--- src/rtl/hazard_pipe_tracker.sv ---
// Pipeline hazard tracker: carries destination register and result latency through E/M/W,
// owns the multiply/divide busy counter, and turns stalls into PC/F-D enables and a D/E bubble.
module hazard_pipe_tracker #(
   parameter int A3_W     = 5,
   parameter int T_W      = 3,
   parameter int MULT_CYC = 5,
   parameter int DIV_CYC  = 10
) (
   input  logic            clk,
   input  logic            reset,
   input  logic            stop,
   input  logic [A3_W-1:0] D_A3,
   input  logic [T_W-1:0]  D_Tnew,
   input  logic [1:0]      D_md_start,
   input  logic            D_md_use,
   output logic [A3_W-1:0] E_A3,
   output logic [A3_W-1:0] M_A3,
   output logic [A3_W-1:0] W_A3,
   output logic [T_W-1:0]  E_Tnew,
   output logic [T_W-1:0]  M_Tnew,
   output logic [T_W-1:0]  W_Tnew,
   output logic            md_busy,
   output logic            stall,
   output logic            pc_en,
   output logic            fd_en,
   output logic            de_clr
);

   localparam int         CNT_W   = $clog2(DIV_CYC + 1);
   localparam logic [1:0] MD_MULT = 2'b01;
   localparam logic [1:0] MD_DIV  = 2'b10;

   logic [A3_W-1:0]  e_a3_q, e_a3_d;
   logic [A3_W-1:0]  m_a3_q, m_a3_d;
   logic [A3_W-1:0]  w_a3_q, w_a3_d;
   logic [T_W-1:0]   e_tnew_q, e_tnew_d;
   logic [T_W-1:0]   m_tnew_q, m_tnew_d;
   logic [T_W-1:0]   w_tnew_q, w_tnew_d;
   logic             md_pending_q, md_pending_d;
   logic             md_div_q, md_div_d;
   logic [CNT_W-1:0] md_cnt_q, md_cnt_d;
   logic             md_stall;
   logic             d_is_md_op;

   // Latency counts down toward zero and holds there; it must never wrap.
   function automatic logic [T_W-1:0] sat_dec(input logic [T_W-1:0] x);
      return (x == '0) ? '0 : x - T_W'(1);
   endfunction

   // A stage writing $0 carries no latency, so it can never match a source operand.
   function automatic logic [T_W-1:0] norm_tnew(input logic [A3_W-1:0] a3,
                                                input logic [T_W-1:0]  tnew);
      return (a3 == '0) ? '0 : tnew;
   endfunction

   assign d_is_md_op = (D_md_start == MD_MULT) || (D_md_start == MD_DIV);
   assign md_busy    = (md_cnt_q != '0);
   assign md_stall   = D_md_use & (md_busy | md_pending_q);
   assign stall      = stop | md_stall;
   assign pc_en      = ~stall;
   assign fd_en      = ~stall;
   assign de_clr     = stall;

   always_comb begin
      e_a3_d   = stall ? '0 : D_A3;
      e_tnew_d = stall ? '0 : norm_tnew(D_A3, D_Tnew);
      m_a3_d   = e_a3_q;
      m_tnew_d = norm_tnew(e_a3_q, sat_dec(e_tnew_q));
      w_a3_d   = m_a3_q;
      w_tnew_d = norm_tnew(m_a3_q, sat_dec(m_tnew_q));
   end

   // The MDU op is latched as it enters E; the counter loads one edge later.
   always_comb begin
      md_pending_d = ~stall & d_is_md_op;
      md_div_d     = md_div_q;
      if (md_pending_d) begin
         md_div_d = (D_md_start == MD_DIV);
      end

      md_cnt_d = md_cnt_q;
      if (md_pending_q) begin
         md_cnt_d = md_div_q ? CNT_W'(DIV_CYC) : CNT_W'(MULT_CYC);
      end else if (md_cnt_q != '0) begin
         md_cnt_d = md_cnt_q - CNT_W'(1);
      end
   end

   // NOTE: state updates use non-blocking assignments so every flop samples pre-edge values.
   always_ff @(posedge clk or negedge reset) begin
      if (!reset) begin
         e_a3_q       <= '0;
         e_tnew_q     <= '0;
         m_a3_q       <= '0;
         m_tnew_q     <= '0;
         w_a3_q       <= '0;
         w_tnew_q     <= '0;
         md_pending_q <= 1'b0;
         md_div_q     <= 1'b0;
         md_cnt_q     <= '0;
      end else begin
         e_a3_q       <= e_a3_d;
         e_tnew_q     <= e_tnew_d;
         m_a3_q       <= m_a3_d;
         m_tnew_q     <= m_tnew_d;
         w_a3_q       <= w_a3_d;
         w_tnew_q     <= w_tnew_d;
         md_pending_q <= md_pending_d;
         md_div_q     <= md_div_d;
         md_cnt_q     <= md_cnt_d;
      end
   end

   assign E_A3   = e_a3_q;
   assign M_A3   = m_a3_q;
   assign W_A3   = w_a3_q;
   assign E_Tnew = e_tnew_q;
   assign M_Tnew = m_tnew_q;
   assign W_Tnew = w_tnew_q;

endmodule

--- config.mk ---
export PLATFORM = sky130hd
export DESIGN_NAME = hazard_pipe_tracker
export DESIGN_NICKNAME = d
export VERILOG_FILES = /design/src/rtl/hazard_pipe_tracker.sv
export SDC_FILE = /design/constraint.sdc
export NUM_CORES = 1
export LEC_CHECK = 0
export BUFFER_PORTS_ARGS = -buffer_cell sky130_fd_sc_hd__buf_2
export CAP_MARGIN = 10
export CORE_MARGIN = 3
export CORE_UTILIZATION = 30
export DETAILED_ROUTE_END_ITERATION = 10
export PLACE_DENSITY = 0.56
export SYNTH_ARGS = -nofsm -noshare
export SYNTH_HDL_FRONTEND = slang
export SYNTH_SLANG_ARGS = --single-unit
--- constraint.sdc ---
create_clock -name clk -period 2.1 [get_ports clk]
set_input_delay 0.42 -clock clk [delete_from_list [all_inputs] [get_ports clk]]
set_output_delay 0.42 -clock clk [all_outputs]
set_load 0.05 [all_outputs]
==> impl_metrics.yaml, run 1 <==
outcome:
  status: "finished, violations left"
  failed_checks: "setup timing"
detailed_routing:
  top_layer_used: "met4"
  drt_pass1_iterations: 3
  routed_wl_um: 2160
  viasPerCell: 4.36
  antenna_left: 0
  drc: 0
  drt_iter0_drc: 25
  vias: 828
  met2_length_um: 1070
  wl_met3_um: 212
  drt-met1-wl_um: 808
  wire_per_inst_um: 11.4
placed_design:
  portBuffers: 42
  hpwlAfterDp_um: 1620
  placed_cells: 178
  gp_congestion: 0.694
grt:
  antenna_found_initial: 0
  grt_pass1_wl_um: 3750
  groute.usage.overall_pct: 11.6
  grt_pass1_vias: 858
  grt_max_degree: 31
  overflow: 0
critical_path:
  crit_fanout: 4
  cp_cell_sequence: "inv_2 > ha_4 > or4b_4 > a21oi_4 > inv_2 > buf_6"
  cp_slowest_cell: "or4b_4"
  cp_top_family: "simple AND/OR/NAND/NOR gates"
  end_kind: "output pin"
  cp_data_arrival_time_ns: 1.81
  path_buf_inv: 3
  worstSetupPathType: "reg2out"
  worstPathRequired_ns: 1.68
  startpoint_type: "flip-flop"
  slowest_delay_ns: 0.48
  cpMostUsedCell: "inv_2"
final_layout:
  final-seq-area_um2: 751
  num-nets-final: 160
  nFillCells: 333
  multi_input_area_um2: 359
  final_cells: 190
  area_delta_synth_final_pct: 37.5
  num_antenna_cells: 0
  drive_gt1_share_pct: 43.8
clocking:
  cts_max_level: 2
  clk_path_buf_depth: 2
  cts_buffers: 5
  clk_pin_slew_ns: 0.06
  cts_sinks: 30
  hold_buffers: 0
  cts_tree: "yes"
  root_buffer: "clkbuf_8"
  clk_latency_ns: 0.28
timing:
  setup_viol: 4
  hold_viol_final: 0
  hold-worst-slack_ns: 0.157
  relSlewSlack_pct: 59.1
  period_needed_ns: 2.23
  rsz0062_at_grt: "yes"
  finalCritPeriodShare_pct: 106
  postLayoutSetupSlackWorst_ns: -0.131
  tightest_slew_ns: 0.614
  tns_ns: -0.450
  slew_violations: 0
  fmax_ghz: 0.448
  skew_ns: 0.00485
logic_synthesis:
  syn_area_um2: 1140
  synth_nets: 108
  syn_inst: 91
  synth_common_cells: "30 x dfrtp_1, 9 x nor2_1, 8 x inv_1"
  synth_top_area_share_pct: 65.8
  async_flop_share_pct: 100
  syn_area_per_cell_um2: 12.5
  ys_dominant_reg_cell: "dfrtp_1"
  synth-edff-count: 0
  synth_top_area_cell: "dfrtp_1"
  yosys_warnings: 0
  synth.most_common_cell: "dfrtp_1"
  synth_cell_type_count: 24
  ys_seq_area_share_pct: 65.8
  ys_ff_latch: 30
  yosys-top-cells-area: "dfrtp_1 66%, ha_1 3.3%, nor2_1 3.0%, and2_1 2.7%, inv_1 2.6%"
power_and_ir_drop:
  ir_worst_vdd_mv: 0.602
  leakage_nw: 0.830
  power_w: 0.00174
  power.density_nw_per_um2: 1110
die:
  core_um2: 3490
  row_count: 21
  io_pins: 43
  start_util_pct: 32.7
  die_area_um2: 4580
  die_y_um: 67.7
  die_width_um: 67.7
hold_path:
  hp-class: "in2async"
flow_run:
  cap_violations: 0
[metrics by stage]
stage | utilization [%] | worst slack, ns | instance area [µm²]
2_1_floorplan | - | -0.515 | 1160
3_3_place_gp | 40.6 | 0.134 | 1420
3_5_place_dp | 40.6 | 0.101 | 1420
4_1_cts | 44.6 | -0.140 | 1560
5_1_grt | 44.9 | -0.188 | 1570
6_report | 44.9 | -0.131 | 1570
[sequential cells by signal, summed over array words and instances (netlist names)]
signal and flops:
M_Tnew 3, M_A3 5, md_cnt_q 4, E_Tnew 3, E_A3 5, W_A3 5, W_Tnew 3, md_div_q 1
md_pending_q 1
[cell families (layout without fill, tap and decap cells)]
| family | Yosys count | count (layout) | synth area share [%] |
|---|---|---|---|
| flip-flops | 30 | 30 | 65.8 |
| AND/OR/NAND/NOR | 35 | 35 | 16.6 |
| AO/OA/AOI/OAI | 9 | 9 | 6.80 |
| XOR/XNOR | 1 | 1 | 0.768 |
| adder cells (fa/ha/maj) | 3 | 3 | 3.29 |
| buffers and inverters | 11 | 64 | 4.93 |
| multiplexers | 2 | 2 | 1.86 |
[path summary, 6_finish.rpt]
path | startpoint | end | slack, ns | cells after the start
worst min register to register | M_A3[2]$_DFF_PN0_ | W_A3[2]$_DFF_PN0_ | 0.39 | 0
worst max register to register | md_cnt_q[1]$_DFFE_PN0P_ | md_div_q$_DFFE_PN0P_ | 0.11 | 6
max in group asynchronous | reset | M_Tnew[1]$_DFF_PN0_ | 1.54 | 1
min in group clk | D_A3[4] | E_A3[4]$_DFF_PN0_ | 0.37 | 2
worst min-delay path | reset | E_Tnew[1]$_DFF_PN0_ | 0.16 | 1
worst max-delay path | md_cnt_q[1]$_DFFE_PN0P_ | stall | -0.13 | 6
[per-layer routing]
layer | track usage, % | vias up
met3 | 4.83 | 4
li1 | - | 405
met1 | 12.1 | 384
met4 | 7.59 | 0
met2 | 19.1 | 35
met5 | 0 | -
[final cells by class]
class | count | area share, %
Multi-Input combinational cell | 50 | 22.9
Sequential cell | 30 | 47.8
Timing Repair Buffer | 48 | 17.9
Inverter | 8 | 1.91
Tap cell | 46 | 3.67
Clock inverter | 1 | 0.319
Clock buffer | 7 | 5.50
[layout by cell type, fill, tap and decap left out, drive strengths merged]
| cell type | netlist | final |
|---|---|---|
| a211o | 1 | 1 |
| a211oi | 1 | 1 |
| a21boi | 1 | 1 |
| a21oi | 4 | 4 |
| a221oi | 1 | 1 |
| and2 | 5 | 5 |
| and3 | 3 | 3 |
| buf | 3 | 48 |
| clkbuf | 0 | 7 |
| clkinv | 0 | 1 |
| dfrtp | 30 | 30 |
| ha | 3 | 3 |
| inv | 8 | 8 |
| mux2 | 1 | 1 |
| mux2i | 1 | 1 |
| nand2 | 6 | 6 |
| nor2 | 9 | 9 |
| nor3 | 5 | 5 |
| nor3b | 3 | 3 |
| o311ai | 1 | 1 |
| or3 | 1 | 1 |
| or4 | 2 | 2 |
| or4b | 1 | 1 |
| xnor2 | 1 | 1 |
[worst reg2reg max path, cell delays in order, from the launching register on]
cell and delay (ns):
dfrtp_1 0.40, inv_2 0.09, ha_4 0.13, or4b_4 0.48
buf_4 0.16, a211oi_4 0.25, mux2_1 0.36
[power by group]
part | total [W] | internal [W] | switching [W]
logic | 0.000560 | 0.000221 | 0.000339
clock network | 0.000455 | 0.000263 | 0.000192
registers | 0.000726 | 0.000656 | 0.0000704
total | 0.00174 | 0.00114 | 0.000601
[what timing repair did]
item                                    4_1_cts  5_1_grt
gates resized for setup                       9        1
cloned                                        0        0
buffers inserted                              3        1
endpoints found under the setup margin        4        4
hold endpoints to repair                      0        0
pin swaps                                     1        1
(Power assumes the default switching activity.)
==> run 2: changes to the inputs <==
--- a/config.mk
+++ b/config.mk
@@ -7,10 +7,12 @@
 export LEC_CHECK = 0
 export BUFFER_PORTS_ARGS = -buffer_cell sky130_fd_sc_hd__buf_2
 export CAP_MARGIN = 10
+export CELL_PAD_IN_SITES_DETAIL_PLACEMENT = 2
+export CELL_PAD_IN_SITES_GLOBAL_PLACEMENT = 2
 export CORE_MARGIN = 3
-export CORE_UTILIZATION = 30
+export CORE_UTILIZATION = 26
 export DETAILED_ROUTE_END_ITERATION = 10
-export PLACE_DENSITY = 0.56
+export PLACE_DENSITY = 0.73
 export SYNTH_ARGS = -nofsm -noshare
 export SYNTH_HDL_FRONTEND = slang
 export SYNTH_SLANG_ARGS = --single-unit
==> run 2 against run 1 <==
Effect of this change: the flow still finishes with violations (setup timing); register-to-register slack improved by 0.03 ns; maximum frequency fell by 0.88%; cell area up 2.7%; core utilization fell by 5.7 points; critical path depth stayed put; largest power group unchanged; highest routed layer unchanged.
==> impl_metrics.yaml, run 2 (synthesized netlist as in run 1, its figures left out) <==
detailed_routing:
  wire_per_inst_um: 15.1
  viasPerCell: 4.50
  drc: 0
  drt_iter0_drc: 15
  antenna_left: 0
  vias: 887
  routed_wl_um: 2980
  drt_pass1_iterations: 2
placed_design:
  pre_cts_slack_ns: 0.0742
  hpwlAfterDp_um: 2280
  portBuffers: 42
  gp_congestion: 0.707
  placed_cells: 182
critical_path:
  r2r-start: "md_cnt_q[1]$_DFFE_PN0P_"
  r2r_slack_ns: 0.14
  crit_fanout: 4
  end_kind: "output pin"
  cp_slowest_cell: "or4b_4"
  startpoint_type: "flip-flop"
  slowest_delay_ns: 0.48
  worstSetupPathType: "reg2out"
  cp_data_arrival_time_ns: 1.83
  r2r_cells: 6
  r2r_end: "md_div_q$_DFFE_PN0P_"
  cpMostUsedCell: "inv_2"
  cp_cell_sequence: "inv_2 > ha_4 > or4b_4 > a21oi_4 > inv_2 > buf_8"
  worstPathRequired_ns: 1.68
die:
  die_y_um: 72.3
  start_util_pct: 27.7
  io_pins: 43
  die_area_um2: 5220
  core_um2: 4120
  row_count: 23
  die_width_um: 72.3
hold_path:
  hp-class: "in2async"
clocking:
  cts_tree: "yes"
  clk_latency_ns: 0.28
  hold_buffers: 0
  clk_pin_slew_ns: 0.06
  cts_max_level: 2
  cts_buffers: 5
  clk_path_buf_depth: 2
  cts_sinks: 30
  root_buffer: "clkbuf_8"
final_layout:
  num-nets-final: 164
  final_cell_mix: "37 x buf_2, 30 x dfrtp_1, 10 x buf_4"
  area_delta_synth_final_pct: 41.2
  drive_gt1_share_pct: 45.6
  final_cells: 197
  final-seq-area_um2: 751
  multi_input_area_um2: 365
  final_common_cell: "buf_2"
  num_antenna_cells: 0
  nFillCells: 442
timing:
  skew_ns: 0.00195
  tightest_slew_ns: 0.620
  setup_viol: 4
  finalCritPeriodShare_pct: 107
  tns_ns: -0.502
  hold_viol_final: 0
  rsz0062_at_grt: "yes"
  period_needed_ns: 2.25
  slew_violations: 0
  relSlewSlack_pct: 58.6
  fmax_ghz: 0.444
  hold-worst-slack_ns: 0.150
  postLayoutSetupSlackWorst_ns: -0.150
grt:
  groute.usage.overall_pct: 12.8
  antenna_found_initial: 0
  grt_max_degree: 31
  overflow: 0
  grt_pass1_wl_um: 4880
  grt_pass1_vias: 1000
power_and_ir_drop:
  power.density_nw_per_um2: 1120
  ir_worst_vdd_mv: 0.307
  power_w: 0.00181
  leakage_nw: 0.857
outcome:
  status: "finished, violations left"
  failed_checks: "setup timing"
flow_run:
  cap_violations: 0
==> run 2: repair_timing <==
action	CTS	global route
pin swaps	1	2
buffers inserted	4	4
setup endpoints to repair	5	5
resized for setup	9	7
==> run 2: per-stage QoR <==
step,utilization [%],instance area (µm²)
finish,39.2,1610
global route,39.2,1610
CTS,37.9,1560
detailed placement,34.6,1420
global placement,34.6,1420
floorplan,-,1160
==> run 2: layout make-up <==
| cell class | instances | share of cell area, % |
|---|---|---|
| Inverter | 8 | 1.86 |
| Clock inverter | 2 | 0.621 |
| Clock buffer | 5 | 4.27 |
| Timing Repair Buffer | 52 | 20.1 |
| Multi-Input combinational cell | 50 | 22.7 |
| Tap cell | 50 | 3.88 |
| Sequential cell | 30 | 46.6 |
==> run 2: worst max-delay path, delay by kind of cell, from the launching register on <==
family	cells	cell delay, ns
AOI/OAI and AO/OA	1	0.21
adders and majority gates	1	0.13
buffers and inverters	3	0.32
DFF	1	0.39
and+or+nand+nor	1	0.48
==> run 2: worst max-delay path by stage <==
stage,depth (start not counted),endpoint,start,slack [ns]
6_report,6,de_clr,md_cnt_q[1]$_DFFE_PN0P_,-0.15
2_1_floorplan,6,stall,md_cnt_q[0]$_DFFE_PN0P_,-0.51
5_1_grt,6,de_clr,md_cnt_q[1]$_DFFE_PN0P_,-0.23
3_3_place_gp,5,fd_en,md_cnt_q[0]$_DFFE_PN0P_,0.13
3_5_place_dp,5,pc_en,md_cnt_q[0]$_DFFE_PN0P_,0.07
4_1_cts,5,pc_en,md_cnt_q[0]$_DFFE_PN0P_,-0.17
==> run 2: power by group <==
part | total [W] | switching, W | internal, W
Combinational | 0.000643 | 0.000369 | 0.000275
Clock | 0.000423 | 0.000202 | 0.000221
Sequential | 0.000741 | 0.0000854 | 0.000655
==> run 2: routing by layer <==
metal | track usage, % | up-vias | share of wire, %
met4 | 6.26 | 0 | 1.9
met5 | 0 | - | 0
met2 | 23.0 | 32 | 56
met3 | 5.26 | 6 | 6.9
met1 | 12.5 | 434 | 35
li1 | - | 415 | -
